**config.mk**
```make
export PLATFORM = sky130hd
export DESIGN_NAME = bin2bcd_seq
export DESIGN_NICKNAME = d
export VERILOG_FILES = /design/src/rtl/bin2bcd_seq.sv
export SDC_FILE = /design/constraint.sdc
export NUM_CORES = 1
export LEC_CHECK = 0
export CORE_ASPECT_RATIO = 1.75
export CORE_MARGIN = 8
export CORE_UTILIZATION = 55
export CTS_BUF_LIST = sky130_fd_sc_hd__clkbuf_8
export CTS_CLUSTER_SIZE = 10
export DETAILED_ROUTE_END_ITERATION = 16
export MAX_ROUTING_LAYER = met4
export PLACE_DENSITY_LB_ADDON = 0.05
export RECOVER_POWER = 100
export SLEW_MARGIN = 20
export SYNTH_ARGS = -nofsm -noshare
export SYNTH_HDL_FRONTEND = slang
export SYNTH_SLANG_ARGS = --single-unit
```
**constraint.sdc**
```tcl
create_clock -name clk_i -period 4.2 [get_ports clk_i]
set_input_delay 0.42 -clock clk_i [delete_from_list [all_inputs] [get_ports clk_i]]
set_output_delay 0.42 -clock clk_i [all_outputs]
set_load 0.1 [all_outputs]
```
**src/rtl/bin2bcd_seq.sv**
```systemverilog
// Sequential binary-to-BCD converter (shift-and-add-3), one bit per clock.
// Produces truncated BCD digits, an exact overflow flag and a leading-zero mask.
//
// state | meaning
// IDLE  | waiting for start_i, last result held on the outputs
// SHIFT | one add-3/shift step per cycle, count_q steps remaining
module bin2bcd_seq #(
   parameter int W      = 8,
   parameter int DIGITS = 3
) (
   input  logic                  clk_i,
   input  logic                  rst_i,
   input  logic                  start_i,
   input  logic [W-1:0]          bin_i,
   output logic                  busy_o,
   output logic                  done_o,
   output logic [4*DIGITS-1:0]   bcd_o,
   output logic [DIGITS-1:0]     lz_o,
   output logic                  ovf_o
);

   localparam int CW = $clog2(W + 1);
   localparam int BW = 4 * DIGITS;
   localparam logic [CW-1:0] W_CNT = CW'(W);

   typedef enum logic [0:0] {IDLE, SHIFT} state_t;

   state_t          state_q;
   logic [CW-1:0]   count_q;
   logic [W-1:0]    sh_q, sh_d;
   logic [BW-1:0]   work_q, work_d, adj;
   logic            acc_q, acc_d;
   logic            busy_q, done_q, ovf_q;
   logic [BW-1:0]   bcd_q;
   logic [DIGITS-1:0] lz_q, lz_d;
   logic            zero_above;

   // Digits are adjusted independently; no carry crosses a digit boundary.
   always_comb begin
      adj = work_q;
      for (int i = 0; i < DIGITS; i++) begin
         if (work_q[4*i +: 4] >= 4'd5)
            adj[4*i +: 4] = work_q[4*i +: 4] + 4'd3;
      end
      work_d = {adj[BW-2:0], sh_q[W-1]};
      sh_d   = {sh_q[W-2:0], 1'b0};
      acc_d  = acc_q | adj[BW-1];
      lz_d       = '0;
      zero_above = 1'b1;
      for (int i = DIGITS - 1; i >= 1; i--) begin
         zero_above = zero_above & (work_d[4*i +: 4] == 4'd0);
         lz_d[i]    = zero_above;
      end
   end

   always_ff @(posedge clk_i or posedge rst_i) begin
      if (rst_i) begin
         state_q <= IDLE;
         count_q <= '0;
         sh_q    <= '0;
         work_q  <= '0;
         acc_q   <= 1'b0;
         busy_q  <= 1'b0;
         done_q  <= 1'b0;
         bcd_q   <= '0;
         lz_q    <= '0;
         ovf_q   <= 1'b0;
      end else begin
         done_q <= 1'b0;
         case (state_q)
            IDLE: begin
               if (start_i) begin
                  sh_q    <= bin_i;
                  work_q  <= '0;
                  acc_q   <= 1'b0;
                  count_q <= W_CNT;
                  busy_q  <= 1'b1;
                  state_q <= SHIFT;
               end
            end
            SHIFT: begin
               sh_q    <= sh_d;
               work_q  <= work_d;
               acc_q   <= acc_d;
               count_q <= count_q - CW'(1);
               if (count_q == CW'(1)) begin
                  bcd_q   <= work_d;
                  ovf_q   <= acc_d;
                  lz_q    <= lz_d;
                  done_q  <= 1'b1;
                  busy_q  <= 1'b0;
                  state_q <= IDLE;
               end
            end
            default: state_q <= IDLE;
         endcase
      end
   end

   assign busy_o = busy_q;
   assign done_o = done_q;
   assign bcd_o  = bcd_q;
   assign lz_o   = lz_q;
   assign ovf_o  = ovf_q;

endmodule

```
==> run summary <==
Hold path cells: 2
Top_reg_cell synth: dfrtp_1
Kind of critical path: flop to flop
Largest net degree at the start of global routing: 44
Flops & latches, synth: 43
Height of the die: 96.8 microns
Vias in the first global route: 1612
Failing checks: capacitance limit, slew limit
CP Data Required Time: 4.37 ns
Clock Sinks: 43
Worst Hold End: bcd_o[1]$_DFFE_PP0P_
Routability congestion estimate: 0.790
Final Routed Wirelength: 4290 microns
Overall Global Routing Usage: 15.3%
Fraction of registers with async set/reset: 100%
Worst R2R Start: state_q$_DFF_PP0_
Mean cell area of the mapped netlist: 9.91 sq um
Slew headroom: -49.6%
CP Capture Type: flop
Slew Limit Fails: 44
Clock Skew: 0.00508 ns
Hold Path Class: flop to flop
CORE AREA: 0.00359 sq mm
Status: finished, violations left
Achievable Freq: 316 MHz
Num rows: 29
WL per Instance: 15.4 microns
Synth Cell Area: 0.00205 sq mm
CTS Buf Count: 5
Initial antenna violation count: 0
Crit path time final: 3.16 ns
Setup violators final: 0
Ys Warns: 0
Max Cap Viol: 1
Post-synthesis sequential area ratio: 52.5%
CP arrival: 3.34 ns
N_diodes: 0
Setup_tns: 0 ns
CTS tree: yes
Boundary Pins: 29
Syn nets: 226
Final #Nets: 251
Final hold vios: 0
Area leader, netlist: dfrtp_1
Post-synth EDFFs: 0
Post-synth top area share: 52.5%
Leading post-synthesis cells by cell area: dfrtp_1 52%, nand2_1 7.0%, mux2i_1 5.4%, o21ai_0 5.1%, ha_1 4.9%
CTS max path bufs: 2
P&R area growth vs syn: 20.6%
Layout cells sized above 1: 4.72%
Root Driver: clkbuf_8
Grt ovf: 0
Port Buffers: 27
Antenna-violating nets left: 0
Reg2Reg Depth: 6
Setup Buffers After CTS: 0
Worst-path clk slew: 0.08 ns
Worst-margin pin slew: 2.24 ns
Initial DRC Count: 21
1st-pass router iterations: 4
R2R Path End: lz_o[1]$_DFFE_PP0P_
RSZ-0062 raised after global routing: false
Post-synth top cells: 43 x dfrtp_1, 38 x nand2_1, 21 x o21ai_0, 13 x a21oi_1, 12 x o22ai_1
Mapped Cells: 207
Dominant cell by count in the synthesized netlist: dfrtp_1
CTS H-tree depth: 2
Clk_lat worst skew: 0.29 ns
Fin util: 68.8%
Reg2reg setup slack: 1.04 ns
Hold wc startpoint: bcd_o[1]$_DFFE_PP0P_
Fin crit share: 75.3%
Die Area: 0.00602 sq mm
Post-CTS Hold Buffers: 0
Worst-path maximum fanout: 28
# DRC: 0
Initial Util: 57.1%
Die Width: 62.2 microns
HPWL Detailed: 3130 microns
Nature of the critical path startpoint: flop
First-pass GRT wire length: 7430 microns
Drt via density: 5.41
Post-CTS sizing: 0
Count of cell types in the netlist: 30
Vias post-DR: 1509
==> registers in the layout (all words and copies together) (netlist names) <==
name     count
bcd_o       12
work_q      12
sh_q         8
count_q      4
lz_o         2
acc_q        1
busy_o       1
done_o       1
ovf_o        1
state_q      1
==> layout by cell type (no fill, tap or decap), types with 2 or more instances in the layout <==
cell type,count
mux2i_1,11
ha_1,8
nor2_1,8
clkbuf_1,2
and2_1,2
bufinv_16,2
inv_1,12
nor3b_1,7
a21oi_1,13
mux2_1,2
dfrtp_1,43
dlygate4sd3_1,19
clkbuf_8,5
clkdlybuf4s50_1,8
o21ai_0,21
or3_1,2
nand2_1,38
xnor2_1,4
o22ai_1,12
nand2b_1,3
==> metrics by stage <==
step | instances | hold slack (ns) | cell area (sq um) | setup slack (ns)
2_1_floorplan | 207 | 0.449 | 2050 | 2.50
3_3_place_gp | 271 | 0.461 | 2350 | 1.74
3_5_place_dp | 271 | 0.472 | 2350 | 1.54
4_1_cts | 279 | 0.490 | 2480 | 1.53
5_1_grt | 279 | 0.499 | 2470 | 0.705
6_report | 279 | 0.478 | 2470 | 1.04
==> routing by layer <==
layer | vias up | routed length (microns) | part of all wire [%] | track usage [%]
met5 | - | 0 | 0 | -
met4 | 0 | 132 | 3.1 | 8.32
met3 | 10 | 140 | 3.3 | 3.00
met2 | 36 | 2290 | 53 | 26.2
met1 | 712 | 1730 | 40 | 15.8
li1 | 751 | - | - | -
==> worst max-delay path, stage by stage, from the launching register on <==
cell	delay [ns]
dfrtp_1	0.74
inv_1	0.53
or4b_1	0.61
clkbuf_1	0.40
clkinv_4	0.21
nand4b_2	0.14
o41ai_2	0.40
==> cell type report <==
class,count,area (sq um)
fillers,277,1120
flip-flops and latches,43,1080
multi-input cells,141,878
repair buffers,29,278
clock buffers,5,68.8
clock inverters,3,63.8
well taps,46,57.6
inverters,12,50.0
==> worst max-delay path by stage <==
stage	from	end	slack, ns	depth (start not counted)
floorplan	state_q$_DFF_PP0_	lz_o[1]$_DFFE_PP0P_	2.50	6
global placement	state_q$_DFF_PP0_	lz_o[1]$_DFFE_PP0P_	1.74	6
detailed placement	state_q$_DFF_PP0_	lz_o[1]$_DFFE_PP0P_	1.54	6
CTS	state_q$_DFF_PP0_	lz_o[1]$_DFFE_PP0P_	1.53	6
global route	state_q$_DFF_PP0_	lz_o[1]$_DFFE_PP0P_	0.70	6
finish	state_q$_DFF_PP0_	lz_o[1]$_DFFE_PP0P_	1.04	6
==> cells by family (layout without fill, tap and decap cells) <==
logic type	after synthesis	count (layout)	share of synthesized area [%]
xor+xnor	4	4	1.71
buf+inv	23	49	4.70
other cells	1	1	0.183
flops	43	43	52.5
fa+ha+maj	8	8	4.88
simple gates	63	63	14.7
mux	14	14	7.02
compound gates	51	51	14.3
Power is left out: the tool's default activity adds up to more than one toggle a clock period on the data nets, which glitch-free logic cannot reach.
